$ cat src/rtl/lsu_pkg.sv
// rtl/lsu_pkg.sv - funct3 encodings, FSM states and access legality check for the load/store unit
package lsu_pkg;

  localparam logic [2:0] F3_B  = 3'b000;
  localparam logic [2:0] F3_H  = 3'b001;
  localparam logic [2:0] F3_W  = 3'b010;
  localparam logic [2:0] F3_BU = 3'b100;
  localparam logic [2:0] F3_HU = 3'b101;

  typedef enum logic [1:0] {
    S_IDLE,
    S_REQ,
    S_RESP,
    S_DONE
  } lsu_state_t;

  // Unsigned sizes exist only for loads; everything else outside B/H/W is reserved.
  function automatic logic access_fault(input logic       we,
                                        input logic [2:0] funct3,
                                        input logic [1:0] addr_lo);
    logic illegal;
    logic misaligned;
    illegal    = 1'b0;
    misaligned = 1'b0;
    case (funct3)
      F3_B:    illegal = 1'b0;
      F3_H:    misaligned = addr_lo[0];
      F3_W:    misaligned = |addr_lo;
      F3_BU:   illegal = we;
      F3_HU: begin
        illegal    = we;
        misaligned = addr_lo[0];
      end
      default: illegal = 1'b1;
    endcase
    return illegal | misaligned;
  endfunction

endpackage

$ cat src/rtl/lsu_bus_if.sv
// rtl/lsu_bus_if.sv - handshaked data-memory bus between the load/store unit and memory
interface lsu_bus_if;

  logic        bus_valid;
  logic        bus_ready;
  logic        bus_we;
  logic [31:0] bus_addr;
  logic [3:0]  bus_be;
  logic [31:0] bus_wdata;
  logic        bus_rvalid;
  logic [31:0] bus_rdata;

  modport master (
    output bus_valid, bus_we, bus_addr, bus_be, bus_wdata,
    input  bus_ready, bus_rvalid, bus_rdata
  );

  modport slave (
    input  bus_valid, bus_we, bus_addr, bus_be, bus_wdata,
    output bus_ready, bus_rvalid, bus_rdata
  );

endinterface

$ cat src/rtl/lsu_align.sv
// rtl/lsu_align.sv - byte-enable generation, store lane replication and load extract/extend
module lsu_align
  import lsu_pkg::*;
(
  input  logic [2:0]  funct3_i,
  input  logic [1:0]  addr_lo_i,
  input  logic [31:0] wdata_i,
  input  logic [31:0] rdata_i,
  output logic [3:0]  be_o,
  output logic [31:0] wdata_o,
  output logic [31:0] rdata_o
);

  logic [31:0] shifted;

  always_comb begin
    be_o    = 4'b1111;
    wdata_o = wdata_i;
    case (funct3_i[1:0])
      2'b00: begin
        be_o    = 4'b0001 << addr_lo_i;
        wdata_o = {4{wdata_i[7:0]}};
      end
      2'b01: begin
        be_o    = 4'b0011 << addr_lo_i;
        wdata_o = {2{wdata_i[15:0]}};
      end
      default: begin
        be_o    = 4'b1111;
        wdata_o = wdata_i;
      end
    endcase
  end

  // Bring the addressed lane down to bit 0 before extension.
  always_comb begin
    shifted = rdata_i >> {addr_lo_i, 3'b000};
    case (funct3_i)
      F3_B:    rdata_o = {{24{shifted[7]}}, shifted[7:0]};
      F3_H:    rdata_o = {{16{shifted[15]}}, shifted[15:0]};
      F3_BU:   rdata_o = {24'h000000, shifted[7:0]};
      F3_HU:   rdata_o = {16'h0000, shifted[15:0]};
      default: rdata_o = shifted;
    endcase
  end

endmodule

$ cat src/rtl/load_store_unit.sv
// rtl/load_store_unit.sv - multi-cycle load/store unit stalling the core until each bus access completes
module load_store_unit
  import lsu_pkg::*;
#(
  parameter int TIMEOUT = 64
) (
  input  logic             clk,
  input  logic             reset_n,
  input  logic             core_req,
  input  logic             core_we,
  input  logic [2:0]       core_funct3,
  input  logic [31:0]      core_addr,
  input  logic [31:0]      core_wdata,
  output logic             stall,
  output logic [31:0]      rdata,
  output logic             fault,
  lsu_bus_if.master        bus
);

  localparam int             CW    = (TIMEOUT > 2) ? $clog2(TIMEOUT) : 1;
  localparam logic [CW-1:0]  LIMIT = CW'(TIMEOUT - 1);

  lsu_state_t    state_q, state_d;
  logic [CW-1:0] cnt_q, cnt_d;
  logic [2:0]    funct3_q, funct3_d;
  logic [1:0]    addr_lo_q, addr_lo_d;
  logic          bus_valid_q, bus_valid_d;
  logic          bus_we_q, bus_we_d;
  logic [31:0]   bus_addr_q, bus_addr_d;
  logic [3:0]    bus_be_q, bus_be_d;
  logic [31:0]   bus_wdata_q, bus_wdata_d;
  logic [31:0]   rdata_q, rdata_d;
  logic          fault_q, fault_d;

  logic [2:0]    sel_funct3;
  logic [1:0]    sel_addr_lo;
  logic [3:0]    align_be;
  logic [31:0]   align_wdata;
  logic [31:0]   align_rdata;

  // In IDLE the aligner formats the incoming store; afterwards it extracts the load.
  assign sel_funct3  = (state_q == S_IDLE) ? core_funct3     : funct3_q;
  assign sel_addr_lo = (state_q == S_IDLE) ? core_addr[1:0]  : addr_lo_q;

  lsu_align u_align (
    .funct3_i  (sel_funct3),
    .addr_lo_i (sel_addr_lo),
    .wdata_i   (core_wdata),
    .rdata_i   (bus.bus_rdata),
    .be_o      (align_be),
    .wdata_o   (align_wdata),
    .rdata_o   (align_rdata)
  );

  always_comb begin
    state_d     = state_q;
    cnt_d       = cnt_q;
    funct3_d    = funct3_q;
    addr_lo_d   = addr_lo_q;
    bus_valid_d = bus_valid_q;
    bus_we_d    = bus_we_q;
    bus_addr_d  = bus_addr_q;
    bus_be_d    = bus_be_q;
    bus_wdata_d = bus_wdata_q;
    rdata_d     = rdata_q;
    fault_d     = fault_q;

    case (state_q)
      S_IDLE: begin
        if (core_req) begin
          funct3_d    = core_funct3;
          addr_lo_d   = core_addr[1:0];
          bus_we_d    = core_we;
          bus_addr_d  = {core_addr[31:2], 2'b00};
          bus_be_d    = align_be;
          bus_wdata_d = align_wdata;
          cnt_d       = '0;
          if (access_fault(core_we, core_funct3, core_addr[1:0])) begin
            state_d = S_DONE;
            fault_d = 1'b1;
            rdata_d = '0;
          end else begin
            state_d     = S_REQ;
            bus_valid_d = 1'b1;
          end
        end
      end

      S_REQ: begin
        if (bus.bus_ready && bus_we_q) begin
          bus_valid_d = 1'b0;
          state_d     = S_DONE;
        end else if (cnt_q == LIMIT) begin
          bus_valid_d = 1'b0;
          fault_d     = 1'b1;
          rdata_d     = '0;
          state_d     = S_DONE;
        end else begin
          cnt_d = cnt_q + CW'(1);
          if (bus.bus_ready) begin
            bus_valid_d = 1'b0;
            state_d     = S_RESP;
          end
        end
      end

      S_RESP: begin
        // Data arriving on the limit cycle still completes the access.
        if (bus.bus_rvalid) begin
          rdata_d = align_rdata;
          state_d = S_DONE;
        end else if (cnt_q == LIMIT) begin
          fault_d = 1'b1;
          rdata_d = '0;
          state_d = S_DONE;
        end else begin
          cnt_d = cnt_q + CW'(1);
        end
      end

      S_DONE: begin
        fault_d = 1'b0;
        rdata_d = '0;
        state_d = S_IDLE;
      end

      default: state_d = S_IDLE;
    endcase
  end

  always_ff @(posedge clk or negedge reset_n) begin
    if (!reset_n) begin
      state_q     <= S_IDLE;
      cnt_q       <= '0;
      funct3_q    <= '0;
      addr_lo_q   <= '0;
      bus_valid_q <= 1'b0;
      bus_we_q    <= 1'b0;
      bus_addr_q  <= '0;
      bus_be_q    <= '0;
      bus_wdata_q <= '0;
      rdata_q     <= '0;
      fault_q     <= 1'b0;
    end else begin
      state_q     <= state_d;
      cnt_q       <= cnt_d;
      funct3_q    <= funct3_d;
      addr_lo_q   <= addr_lo_d;
      bus_valid_q <= bus_valid_d;
      bus_we_q    <= bus_we_d;
      bus_addr_q  <= bus_addr_d;
      bus_be_q    <= bus_be_d;
      bus_wdata_q <= bus_wdata_d;
      rdata_q     <= rdata_d;
      fault_q     <= fault_d;
    end
  end

  assign stall         = core_req & (state_q != S_DONE);
  assign rdata         = rdata_q;
  assign fault         = fault_q;
  assign bus.bus_valid = bus_valid_q;
  assign bus.bus_we    = bus_we_q;
  assign bus.bus_addr  = bus_addr_q;
  assign bus.bus_be    = bus_be_q;
  assign bus.bus_wdata = bus_wdata_q;

endmodule

$ cat src/flat_wrapper.sv
// flat-port wrapper written by rule: the top's interface ports become plain ports
module load_store_unit_flat import lsu_pkg::*;
#(
  parameter int TIMEOUT = 64
)
  (clk, reset_n, core_req, core_we, core_funct3, core_addr, core_wdata, stall, rdata, fault, bus_bus_valid, bus_bus_we, bus_bus_addr, bus_bus_be, bus_bus_wdata, bus_bus_ready, bus_bus_rvalid, bus_bus_rdata);
  lsu_bus_if bus_i ();
  input  logic clk;
  input  logic reset_n;
  input  logic core_req;
  input  logic core_we;
  input  logic [2:0] core_funct3;
  input  logic [31:0] core_addr;
  input  logic [31:0] core_wdata;
  output logic stall;
  output logic [31:0] rdata;
  output logic fault;
  output wire logic [$bits(bus_i.bus_valid)-1:0] bus_bus_valid;
  output wire logic [$bits(bus_i.bus_we)-1:0] bus_bus_we;
  output wire logic [$bits(bus_i.bus_addr)-1:0] bus_bus_addr;
  output wire logic [$bits(bus_i.bus_be)-1:0] bus_bus_be;
  output wire logic [$bits(bus_i.bus_wdata)-1:0] bus_bus_wdata;
  input wire logic [$bits(bus_i.bus_ready)-1:0] bus_bus_ready;
  input wire logic [$bits(bus_i.bus_rvalid)-1:0] bus_bus_rvalid;
  input wire logic [$bits(bus_i.bus_rdata)-1:0] bus_bus_rdata;
  assign bus_bus_valid = bus_i.bus_valid;
  assign bus_bus_we = bus_i.bus_we;
  assign bus_bus_addr = bus_i.bus_addr;
  assign bus_bus_be = bus_i.bus_be;
  assign bus_bus_wdata = bus_i.bus_wdata;
  assign bus_i.bus_ready = bus_bus_ready;
  assign bus_i.bus_rvalid = bus_bus_rvalid;
  assign bus_i.bus_rdata = bus_bus_rdata;
  load_store_unit #(.TIMEOUT(TIMEOUT)) u_core (.clk(clk), .reset_n(reset_n), .core_req(core_req), .core_we(core_we), .core_funct3(core_funct3), .core_addr(core_addr), .core_wdata(core_wdata), .stall(stall), .rdata(rdata), .fault(fault), .bus(bus_i));
endmodule
$ cat config.mk
export PLATFORM = sky130hd
export DESIGN_NAME = load_store_unit_flat
export DESIGN_NICKNAME = d
export VERILOG_FILES = /design/src/rtl/lsu_pkg.sv /design/src/rtl/lsu_bus_if.sv /design/src/rtl/lsu_align.sv /design/src/rtl/load_store_unit.sv /design/src/flat_wrapper.sv
export SDC_FILE = /design/constraint.sdc
export NUM_CORES = 1
export LEC_CHECK = 0
export BUFFER_PORTS_ARGS = -buffer_cell sky130_fd_sc_hd__buf_2
export CAP_MARGIN = 20
export CELL_PAD_IN_SITES_DETAIL_PLACEMENT = 0
export CELL_PAD_IN_SITES_GLOBAL_PLACEMENT = 1
export CORE_ASPECT_RATIO = 1.5
export CORE_MARGIN = 5
export CORE_UTILIZATION = 40
export DETAILED_ROUTE_END_ITERATION = 6
export GPL_TIMING_DRIVEN = 0
export PLACE_DENSITY = 0.95
export SYNTH_ARGS = -nofsm -noshare
export SYNTH_HDL_FRONTEND = slang
export SYNTH_SLANG_ARGS = --single-unit
$ cat constraint.sdc
create_clock -name clk -period 5.3 [get_ports clk]
set_input_delay 0.53 -clock clk [delete_from_list [all_inputs] [get_ports clk]]
set_output_delay 0.53 -clock clk [all_outputs]
set_load 0.005 [all_outputs]
# Yosys cells after proc, flatten, opt, wreduce, memory -nomap -nowiden
# Index checks and enable logic that the tools add are counted.
[word_totals]
regBits = 114
word_cells = 96
in_bits = 105
output_inout_bits = 104
[op_classes]
add_sub_neg = 1
reduce_logical = 17
eq_ne = 20
n_shift = 3
n_bitwise = 2
muxes = 42
[ops]
columns = ["operator", "count"]
rows = [
  ["32-bit one-hot mux with 4 select lines", 2],
  ["32-bit 2-to-1 mux", 5],
  ["32-bit one-hot mux with 2 select lines", 1],
  ["32-bit by 5-bit >> shifter with 32-bit output", 1],
  ["6-bit 2-to-1 mux", 4],
  ["6-bit one-hot mux with 3 select lines", 1],
  ["2-bit 2-to-1 mux", 8],
  ["1-bit 2-to-1 mux", 14],
  ["3-bit equality test (second input constant)", 4],
  ["2-bit inequality test (second input constant)", 6],
  ["4-bit AND reduction", 3],
  ["2-bit one-hot mux with 4 select lines", 1],
  ["4-bit one-hot mux with 2 select lines", 1],
  ["6-bit by 1-bit adder with 6-bit output (second input constant)", 1],
  ["3-bit by 1-bit equality test with 1-bit output (second input constant)", 2],
  ["6-bit equality test (second input constant)", 1],
  ["3-bit zero test", 2],
  ["1-bit one-hot mux with 2 select lines", 3],
  ["3-bit AND reduction", 2],
  ["2-bit OR reduction", 3],
  ["2-bit by 1-bit equality test with 1-bit output (second input constant)", 2],
  ["2-bit equality test (second input constant)", 2],
  ["2-bit zero test", 2],
  ["4-bit by 2-bit inequality test with 1-bit output (second input constant)", 1],
  ["13 further kinds", 13],
]

# Logic depth before layout (Yosys ltp)
# Gate-level depths: netlist of the first run.
[logic_depth]
word_depth = 9
ltp_mapped = 10
mapped_depth_nobuf = 7

# Hierarchy
# A second synthesis of the first run with hierarchy kept.
[hier_totals]
cells_unflattened = 508
hier_area_um2 = 5871.9
[modules_own_cells]
columns = ["mod", "cells_each", "area_per_inst_um2", "instances"]
rows = [
  ["load_store_unit", 317, 4599.4, 1],
  ["lsu_align", 191, 1272.5, 1],
]

# Least setup slack after synthesis of the first run
# OpenSTA, ideal clock, no wires.
[synth_path]
path_type = "register to register"
startpoint = "register u_core.state_q[0]"
endpoint = "register u_core.rdata_q[24] (netlist: u_core.rdata[24])"
path_stages_with_launch = 11
required_time_ns = 5.232
arrival_time_ns = 2.234
setup_ns = 0.068
path_slack_ns = 2.998
synth_period_minus_slack_ns = 2.302
path_cell_list = "dfrtp_1 -> inv_1 -> ha_1 -> buf_6 -> buf_6 -> buf_6 -> nand3_1 -> nand4_1 -> buf_2 -> nor3b_1 -> a221o_1"
[synth_between]
elab_chain_cells = 6
elab_cells_between_ends = 18
[synth_rtl]
columns = ["element", "line_no", "source"]
rows = [
  ["start: declaration", "load_store_unit.sv:23", "lsu_state_t state_q, state_d;"],
  ["start signal: assignment", "load_store_unit.sv:145", "state_q <= state_d;"],
  ["2-bit zero test", "load_store_unit.sv:42, load_store_unit.sv:43, load_store_unit.sv:68", ""],
  ["2-bit 2-to-1 mux / 3-bit 2-to-1 mux (equally long branches)", "load_store_unit.sv:43, load_store_unit.sv:42", ""],
  ["32-bit by 5-bit >> shifter with 32-bit output (tied with other cells)", "lsu_align.sv:37", "shifted = rdata_i >> {addr_lo_i, 3'b000};"],
  ["32-bit one-hot mux with 4 select lines", "lsu_align.sv:38", "case (funct3_i)"],
  ["32-bit 2-to-1 mux", "load_store_unit.sv:109", "if (bus.bus_rvalid) begin"],
  ["32-bit one-hot mux with 4 select lines", "load_store_unit.sv:68", "case (state_q)"],
  ["end signal: assignment", "load_store_unit.sv:154", "rdata_q <= rdata_d;"],
  ["end: declaration", "load_store_unit.sv:32", "logic [31:0] rdata_q, rdata_d;"],
]
# Several ways; a longest one is shown, not always the timed one.
# A chain may end at the register's enable or synchronous reset.

# Worst setup path in the final report of the first run
[layout_path]
startpoint = "register u_core.state_q[0]"
endpoint = "register u_core.bus_wdata_q[10] (netlist: u_core.bus.bus_wdata[10])"
[layout_between]
elab_chain_cells = 4
elab_cells_between_ends = 6
[layout_rtl]
columns = ["element", "line_no", "source"]
rows = [
  ["2-bit zero test *", "load_store_unit.sv:42, load_store_unit.sv:68", ""],
  ["3-bit 2-to-1 mux", "load_store_unit.sv:42", "assign sel_funct3 = (state_q == S_IDLE) ? core_funct3 : funct3_q;"],
  ["2-bit by 1-bit equality test with 1-bit output / 2-bit zero test (equally long branches)", "lsu_align.sv:19", "case (funct3_i[1:0])"],
  ["32-bit one-hot mux with 2 select lines", "lsu_align.sv:19", ""],
  ["end signal: assignment", "load_store_unit.sv:153", "bus_wdata_q <= bus_wdata_d;"],
  ["end: declaration", "load_store_unit.sv:31", "logic [31:0] bus_wdata_q, bus_wdata_d;"],
]
# Mark *: on every way between the ends. The rest lies on a longest branch, timed or not.

==> metrics.txt, run 1 <==
# TYPE chip_impl_metric gauge
chip_impl_metric{name="avgRoutedWirePerCell",unit="um"} 19.3
chip_impl_metric{name="maximum_number_of_pins_on_one_net_before_global_route_repair",unit=""} 70
chip_impl_metric{name="netlist_instances",unit=""} 504
chip_impl_metric{name="horizontal_extent_of_the_die",unit="um"} 106
chip_impl_metric{name="post-route-drc-count",unit=""} 0
chip_impl_info{name="critPathLaunchType",value="flip-flop"} 1
chip_impl_info{name="cts_tree",value="built"} 1
chip_impl_metric{name="num_antenna_cells",unit=""} 0
chip_impl_metric{name="nets",unit=""} 839
chip_impl_metric{name="postSynth.asyncResetShare",unit=""} 1.00
chip_impl_metric{name="clockBufferDepth",unit=""} 2
chip_impl_info{name="synth_area_leader_cell",value="sky130_fd_sc_hd__dfrtp_1"} 1
chip_impl_metric{name="drtAntennaViolNets",unit=""} 0
chip_impl_metric{name="hold_viol_final",unit=""} 0
chip_impl_metric{name="worst_skew_pair.late_latency",unit="ns"} 0.40
chip_impl_metric{name="slew_headroom",unit=""} 0.254
chip_impl_info{name="combinational_family_with_the_most_area_after_synthesis",value="compound AO/OA/AOI/OAI gates"} 1
chip_impl_metric{name="post-layout-total-power",unit="W"} 0.00465
chip_impl_metric{name="syn-cell-area",unit="um2"} 5470
chip_impl_metric{name="global_route_total_overflow",unit=""} 0
chip_impl_metric{name="yosysWarnings",unit=""} 0
chip_impl_metric{name="ys_seq_area_frac",unit=""} 0.521
chip_impl_metric{name="gpl.final_weighted_congestion",unit=""} 0.866
chip_impl_metric{name="detail_route.iter0.violations",unit=""} 198
chip_impl_info{name="critical-path-top-cell-by-count",value="sky130_fd_sc_hd__buf_6"} 1
chip_impl_metric{name="cts_buffers",unit=""} 17
chip_impl_metric{name="numPortBuffers",unit=""} 204
chip_impl_metric{name="hold_buf_count_cts",unit=""} 0
chip_impl_metric{name="detailedRoute.firstPassIterationCount",unit=""} 6
chip_impl_metric{name="tightestPinTransition",unit="ns"} 1.12
chip_impl_metric{name="simple_logic_cell_fraction_of_the_synthesized_area",unit=""} 0.110
chip_impl_info{name="worstPathCellList",value="inv_1, ha_1, buf_6, buf_6, nor3_1, a21o_1, clkbuf_1, buf_2, mux2i_1, o21ai_0"} 1
chip_impl_metric{name="fin_crit",unit="ns"} 2.74
chip_impl_info{name="cp_top_family",value="buffers and inverters"} 1
chip_impl_metric{name="synthDistinctLibCells",unit=""} 47
chip_impl_metric{name="cts.sinks",unit=""} 114
chip_impl_metric{name="crit_fanout",unit=""} 10
chip_impl_info{name="setup.worst_path.class",value="reg2reg"} 1
chip_impl_metric{name="worst_case_clock_skew",unit="ns"} 0.0114
chip_impl_metric{name="slowest_delay",unit="ns"} 0.47
chip_impl_metric{name="min_period_over_period",unit=""} 0.517
chip_impl_metric{name="post-synth-top-area-fraction",unit=""} 0.521
chip_impl_info{name="synth.top_cells.by_count",value="114 x sky130_fd_sc_hd__dfrtp_1, 96 x sky130_fd_sc_hd__nand2_1, 45 x sky130_fd_sc_hd__mux2_2, 45 x sky130_fd_sc_hd__o21ai_0, 34 x sky130_fd_sc_hd__mux2i_1"} 1
chip_impl_metric{name="cts_setup_buffers",unit=""} 0
chip_impl_metric{name="clock_tree.htree_level_count",unit=""} 4
chip_impl_info{name="yosys.cell_count.top_type",value="sky130_fd_sc_hd__dfrtp_1"} 1
chip_impl_metric{name="synth.area.mux_share",unit=""} 0.159
chip_impl_metric{name="area_share_of_xor_xnor_cells_in_the_synthesized_design",unit=""} 0
chip_impl_metric{name="cts-resized-gates",unit=""} 0
chip_impl_metric{name="design.portCount",unit=""} 209
chip_impl_info{name="result_of_the_run",value="finished, final reports clean"} 1
chip_impl_info{name="synth_area_leaders",value="sky130_fd_sc_hd__dfrtp_1 52%, sky130_fd_sc_hd__mux2_2 9.3%, sky130_fd_sc_hd__nand2_1 6.6%"} 1
chip_impl_info{name="synth-main-ff-cell",value="sky130_fd_sc_hd__dfrtp_1"} 1
chip_impl_info{name="worstHoldPathType",value="in2async"} 1
chip_impl_metric{name="cp.arrival",unit="ns"} 3.01
chip_impl_metric{name="worstPathBufferInverterCount",unit=""} 5
chip_impl_metric{name="total_of_endpoints_with_negative_setup_slack_in_the_final_report",unit=""} 0
chip_impl_metric{name="first_global_vias",unit=""} 5430
chip_impl_metric{name="worst_ep_required_time",unit="ns"} 5.57
chip_impl_metric{name="clk_pin_slew_worst_paths",unit="ns"} 0.06
chip_impl_info{name="root_buffer",value="sky130_fd_sc_hd__clkbuf_16"} 1
chip_impl_metric{name="route.vias.total",unit=""} 5005
chip_impl_metric{name="synth-edff-count",unit=""} 0
chip_impl_metric{name="synth_adder_area_share",unit=""} 0.0114
chip_impl_metric{name="setup_tns_after_final_layout",unit="ns"} 0
chip_impl_metric{name="peakVddDrop",unit="V"} 0.000308
chip_impl_metric{name="global_route_usage_sum",unit=""} 0.216
chip_impl_metric{name="synth-seq-cells",unit=""} 114
chip_impl_metric{name="power_per_unit_of_standard_cell_area",unit="nW/um2"} 633
chip_impl_metric{name="effective_utilization_at_floorplan",unit=""} 0.406
chip_impl_metric{name="std_cell_rows",unit=""} 52
chip_impl_metric{name="synth_area_in_compound_gates",unit=""} 0.165
chip_impl_metric{name="half_perimeter_wire_length_after_placement",unit="um"} 13700
chip_impl_metric{name="static-leakage-power",unit="nW"} 3.71
chip_impl_metric{name="route.final.wire_length",unit="um"} 17400
chip_impl_metric{name="syn_avg_cell_area",unit="um2"} 10.9
chip_impl_metric{name="die_area",unit="um2"} 16200
chip_impl_info{name="crit_slowest_cell",value="sky130_fd_sc_hd__clkbuf_1"} 1
chip_impl_metric{name="global_route_wire_length_before_repair",unit="um"} 27800
chip_impl_metric{name="synthToLayoutAreaGrowth",unit="%"} 34.2
chip_impl_metric{name="layout-drive-gt1-share",unit=""} 0.397
chip_impl_metric{name="number_of_max_slew_violations_in_the_final_report",unit=""} 0
chip_impl_metric{name="coreArea",unit="um2"} 13500
chip_impl_metric{name="vias_per_cell",unit=""} 5.55
chip_impl_metric{name="grt_antenna_before_repair",unit=""} 1
chip_impl_metric{name="drv.max_cap_violation_count",unit=""} 0
chip_impl_info{name="grt_setup_unrepaired",value="false"} 1
chip_impl_metric{name="die_height",unit="um"} 153
chip_impl_info{name="critPathCaptureType",value="flip-flop"} 1
chip_impl_metric{name="achievable-frequency",unit="MHz"} 365
-- through the flow --
stage / std cells / util / setup slack, ns / area (um2) / hold slack [ns]
final: 902 / 0.545 / 2.56 / 7350 / 0.127
after global routing: 902 / 0.545 / 2.39 / 7350 / 0.193
after CTS: 902 / 0.545 / 2.58 / 7350 / 0.150
after detailed placement: 872 / 0.500 / 2.60 / 6730 / 0.467
after global placement: 871 / 0.497 / 2.41 / 6700 / 0.460
after floorplan: 505 / - / 3.00 / 5480 / 0.234
-- registers in the layout (all words and copies together) (netlist names) --
register / flops
u_core.bus.bus_wdata: 32
u_core.rdata: 32
u_core.bus.bus_addr: 30
u_core.cnt_q: 6
u_core.bus.bus_be: 4
u_core.funct3_q: 3
u_core.addr_lo_q: 2
u_core.state_q: 2
u_core.bus.bus_valid: 1
u_core.bus.bus_we: 1
u_core.fault: 1
-- metal layers --
layer	up-vias	global-route usage	wire length [um]
li1	2295	-	-
met1	2421	0.225	6060
met2	238	0.388	9170
met3	51	0.0755	1600
met4	0	0.0944	571
met5	-	0	0
-- cell type report --
| class | count | area (um2) |
|---|---|---|
| buffer | 31 | 154 |
| clock buffer | 20 | 457 |
| clock inverter | 10 | 159 |
| fill | 1185 | 6120 |
| inverter | 7 | 26.3 |
| multi-input combinational | 353 | 2440 |
| sequential | 114 | 2850 |
| tap | 162 | 203 |
| timing repair buffer | 205 | 1050 |
-- cell usage in the layout (no fill, tap or decap), types with 10 or more instances in the layout --
master	instances
sky130_fd_sc_hd__buf_2	209
sky130_fd_sc_hd__dfrtp_1	114
sky130_fd_sc_hd__nand2_1	96
sky130_fd_sc_hd__mux2_2	45
sky130_fd_sc_hd__o21ai_0	45
sky130_fd_sc_hd__mux2i_1	34
sky130_fd_sc_hd__clkbuf_1	21
sky130_fd_sc_hd__clkbuf_16	17
sky130_fd_sc_hd__nor2_1	12
sky130_fd_sc_hd__o211ai_1	11
sky130_fd_sc_hd__a21oi_1	11
sky130_fd_sc_hd__a221o_1	10
-- worst paths after layout --
path                                           from                        to  slack (ns)  depth (start not counted)
max reg2reg                       u_core.state_q[0]  u_core.bus.bus_wdata[10]        2.56                         10
max in group asynchronous                   reset_n   u_core.bus.bus_addr[29]        4.42                          2
min reg2reg                u_core.bus.bus_wdata[10]  u_core.bus.bus_wdata[10]        0.47                          2
min in group clk                      core_addr[16]   u_core.bus.bus_addr[16]        0.36                          2
max                               u_core.state_q[0]  u_core.bus.bus_wdata[10]        2.56                         10
min                                         reset_n   u_core.bus.bus_addr[10]        0.13                          1
-- cell families after synthesis --
family	Yosys count
AOI/OAI and AO/OA	126
other	1
DFF	114
muxes	80
and+or+nand+nor	140
adders and majority gates	5
buffers and inverters	38
-- power breakdown --
part	internal (W)	switching (W)
logic	0.000878	0.00111
registers	0.00123	0.000227
clock network	0.000804	0.000392
No activity file was read; power rests on OpenSTA's default activity.
==> run 2, diff against run 1 <==
--- a/config.mk
+++ b/config.mk
@@ -11,10 +11,10 @@
 export CELL_PAD_IN_SITES_GLOBAL_PLACEMENT = 1
 export CORE_ASPECT_RATIO = 1.5
 export CORE_MARGIN = 5
-export CORE_UTILIZATION = 40
+export CORE_UTILIZATION = 33
 export DETAILED_ROUTE_END_ITERATION = 6
 export GPL_TIMING_DRIVEN = 0
-export PLACE_DENSITY = 0.95
+export PLACE_DENSITY = 0.85
 export SYNTH_ARGS = -nofsm -noshare
 export SYNTH_HDL_FRONTEND = slang
 export SYNTH_SLANG_ARGS = --single-unit
==> constraint.sdc (replaced) <==
create_clock -name clk -period 2.2 [get_ports clk]
set_input_delay 0.22 -clock clk [delete_from_list [all_inputs] [get_ports clk]]
set_output_delay 0.22 -clock clk [all_outputs]
set_load 0.005 [all_outputs]
==> run 2 against run 1 <==
Sequential power is 140% higher. Highest routed layer unchanged. Register-to-register slack worse by 2.5 ns. Non-clock buffer count up 7. Power grew 150%. Critical endpoint is now u_core.rdata[30]. Routed wire length up 2.2%. Critical path depth decreased by 3. Clock power grew 130%. Fmax rose by 27%. Largest cell class unchanged. Setup slack worse by 2.5 ns.
==> metrics.txt, run 2 (synthesized netlist as in run 1, its figures left out) <==
# TYPE chip_impl_metric gauge
chip_impl_metric{name="slew_headroom",unit=""} 0.619
chip_impl_info{name="crit_slowest_cell",value="sky130_fd_sc_hd__a221o_1"} 1
chip_impl_metric{name="grt_antenna_before_repair",unit=""} 0
chip_impl_metric{name="hold_viol_final",unit=""} 0
chip_impl_metric{name="synthToLayoutAreaGrowth",unit="%"} 38.7
chip_impl_info{name="worstHoldPathType",value="in2reg"} 1
chip_impl_metric{name="drv.max_cap_violation_count",unit=""} 0
chip_impl_metric{name="static-leakage-power",unit="nW"} 3.78
chip_impl_metric{name="post-route-drc-count",unit=""} 0
chip_impl_metric{name="die_area",unit="um2"} 19300
chip_impl_metric{name="design.portCount",unit=""} 209
chip_impl_metric{name="layout.core_utilization",unit=""} 0.467
chip_impl_metric{name="finish.instance_area",unit="um2"} 7590
chip_impl_metric{name="crit_fanout",unit=""} 8
chip_impl_metric{name="worstPathBufferInverterCount",unit=""} 1
chip_impl_info{name="hold_start",value="core_addr[7]"} 1
chip_impl_metric{name="worst_skew_pair.late_latency",unit="ns"} 0.41
chip_impl_metric{name="clockBufferDepth",unit=""} 2
chip_impl_metric{name="numPortBuffers",unit=""} 204
chip_impl_metric{name="filler_cell_count",unit=""} 1596
chip_impl_metric{name="setup_tns_after_final_layout",unit="ns"} 0
chip_impl_metric{name="post-layout-total-power",unit="W"} 0.0115
chip_impl_metric{name="worst_case_clock_skew",unit="ns"} 0.0133
chip_impl_metric{name="route.vias.total",unit=""} 4911
chip_impl_metric{name="min_path_cells",unit=""} 2
chip_impl_metric{name="min_period_over_period",unit=""} 0.983
chip_impl_metric{name="clk_pin_slew_worst_paths",unit="ns"} 0.06
chip_impl_metric{name="number_of_max_slew_violations_in_the_final_report",unit=""} 0
chip_impl_metric{name="effective_utilization_at_floorplan",unit=""} 0.337
chip_impl_metric{name="tightestPinTransition",unit="ns"} 0.572
chip_impl_metric{name="die_height",unit="um"} 168
chip_impl_metric{name="detailedRoute.firstPassIterationCount",unit=""} 5
chip_impl_metric{name="slowest_delay",unit="ns"} 0.40
chip_impl_metric{name="std_cell_rows",unit=""} 57
chip_impl_metric{name="layout.cells.non_filler",unit=""} 955
chip_impl_metric{name="avgRoutedWirePerCell",unit="um"} 18.6
chip_impl_info{name="root_buffer",value="sky130_fd_sc_hd__clkbuf_16"} 1
chip_impl_metric{name="dp_cells",unit=""} 916
chip_impl_metric{name="gpl.final_weighted_congestion",unit=""} 0.783
chip_impl_metric{name="power_per_unit_of_standard_cell_area",unit="nW/um2"} 1510
chip_impl_metric{name="placedInstanceArea",unit="um2"} 6810
chip_impl_metric{name="layout-drive-gt1-share",unit=""} 0.445
chip_impl_info{name="critPathLaunchType",value="flip-flop"} 1
chip_impl_metric{name="half_perimeter_wire_length_after_placement",unit="um"} 13800
chip_impl_metric{name="total_of_endpoints_with_negative_setup_slack_in_the_final_report",unit=""} 0
chip_impl_metric{name="reg2reg_setup_slack",unit="ns"} 0.04
chip_impl_metric{name="num_antenna_cells",unit=""} 0
chip_impl_info{name="grt_setup_unrepaired",value="true"} 1
chip_impl_metric{name="coreArea",unit="um2"} 16300
chip_impl_metric{name="achievable-frequency",unit="MHz"} 462
chip_impl_metric{name="first_global_vias",unit=""} 5264
chip_impl_info{name="r2r-end",value="u_core.rdata[30]"} 1
chip_impl_metric{name="drtAntennaViolNets",unit=""} 0
chip_impl_metric{name="peakVddDrop",unit="V"} 0.000714
chip_impl_info{name="cts_tree",value="built"} 1
chip_impl_metric{name="reg2reg_depth",unit=""} 7
chip_impl_info{name="r2r_start",value="u_core.state_q[0]"} 1
chip_impl_metric{name="worst_ep_required_time",unit="ns"} 2.53
chip_impl_metric{name="cts_buffers",unit=""} 17
chip_impl_metric{name="cts.sinks",unit=""} 114
chip_impl_metric{name="vias_per_cell",unit=""} 5.14
chip_impl_metric{name="detail_route.iter0.violations",unit=""} 259
chip_impl_metric{name="global_route_usage_sum",unit=""} 0.187
chip_impl_metric{name="clock_tree.htree_level_count",unit=""} 4
chip_impl_info{name="setup.worst_path.class",value="reg2reg"} 1
chip_impl_info{name="final_common_cell",value="sky130_fd_sc_hd__buf_2"} 1
chip_impl_metric{name="area_of_the_multi_input_gates",unit="um2"} 2550
chip_impl_metric{name="global_route_total_overflow",unit=""} 0
chip_impl_info{name="critPathCaptureType",value="flip-flop"} 1
chip_impl_metric{name="cp.arrival",unit="ns"} 2.50
chip_impl_metric{name="nets",unit=""} 846
chip_impl_metric{name="route.final.wire_length",unit="um"} 17800
chip_impl_info{name="final_cell_mix",value="205 x sky130_fd_sc_hd__buf_2, 114 x sky130_fd_sc_hd__dfrtp_1, 95 x sky130_fd_sc_hd__nand2_1, 43 x sky130_fd_sc_hd__mux2_2, 42 x sky130_fd_sc_hd__o21ai_0"} 1
chip_impl_info{name="worstPathCellList",value="inv_2, ha_4, mux2i_4, nand2_2, a221o_1, a211oi_4, a221o_1"} 1
chip_impl_metric{name="register_area",unit="um2"} 2850
chip_impl_info{name="min_delay_worst_endpoint",value="u_core.bus.bus_addr[7]"} 1
chip_impl_metric{name="global_route_wire_length_before_repair",unit="um"} 28100
chip_impl_info{name="result_of_the_run",value="finished, final reports clean"} 1
chip_impl_metric{name="fin_crit",unit="ns"} 2.16
chip_impl_info{name="critical-path-top-cell-by-count",value="sky130_fd_sc_hd__a221o_1"} 1
chip_impl_info{name="cp_top_family",value="compound AO/OA/AOI/OAI gates"} 1
chip_impl_metric{name="horizontal_extent_of_the_die",unit="um"} 115
chip_impl_metric{name="maximum_number_of_pins_on_one_net_before_global_route_repair",unit=""} 86
## run 2: cell count changes in the layout (fill, tap and decap cells not counted), sizes merged
cell | previous run | this run
clkbuf | 40 | 36
buf | 216 | 224
bufinv | 4 | 2
dlygate4sd3 | 0 | 1
clkinvlp | 2 | 4
clkinv | 4 | 5
inv | 7 | 10
## run 2: through the flow
stage,hold slack (ns),setup WS [ns]
finish,0.0384,0.0371
global route,0.0166,-0.0857
CTS,0.0201,-0.00105
detailed placement,0.116,-0.417
global placement,0.451,-0.551
floorplan,-0.0756,-0.00822
## run 2: worst reg2reg max path, delay by kind of cell (launching register included)
kind	cells	cell delay, ns
DFF	1	0.38
and+or+nand+nor	1	0.10
muxes	1	0.38
adders and majority gates	1	0.20
buffers and inverters	1	0.09
AOI/OAI and AO/OA	3	0.96
## run 2: what timing repair did
action                                  4_1_cts  5_1_grt
pin swaps                                     5        3
hold buffers                                  1        0
resized for setup                            20       20
setup buffers                                 8        3
endpoints found under the hold margin        29        0
endpoints found under the setup margin       95       49
## run 2: worst max-delay path by stage
stage / from / endpoint / depth (start not counted)
floorplan: u_core.state_q[0] / u_core.rdata[24] / 8
global placement: reset_n / u_core.rdata[20] / 1
detailed placement: u_core.state_q[0] / u_core.bus.bus_addr[29] / 8
CTS: u_core.state_q[0] / u_core.rdata[30] / 8
global route: u_core.state_q[0] / u_core.rdata[28] / 7
finish: u_core.state_q[0] / u_core.rdata[30] / 7
## run 2: layer usage
layer,share of wire,track usage,up-vias
li1,-,-,2322
met1,0.37,0.204,2378
met2,0.53,0.333,187
met3,0.077,0.0625,24
met4,0.021,0.0689,0
met5,0,0,-
## run 2: layout make-up
type	instances	area share
clock buffer	18	0.0579
inverter	7	0.00346
timing repair buffer	217	0.151
tap	206	0.0340
clock inverter	14	0.0206
sequential	114	0.376
buffer	26	0.0204
multi-input combinational	353	0.337
## run 2: where the power goes
group          total (W)  leakage (nW)  switching, W  internal (W)
sequential       0.00348          1.44      0.000506       0.00297
combinational    0.00521          2.06       0.00281       0.00240
clock            0.00279         0.280       0.00108       0.00171
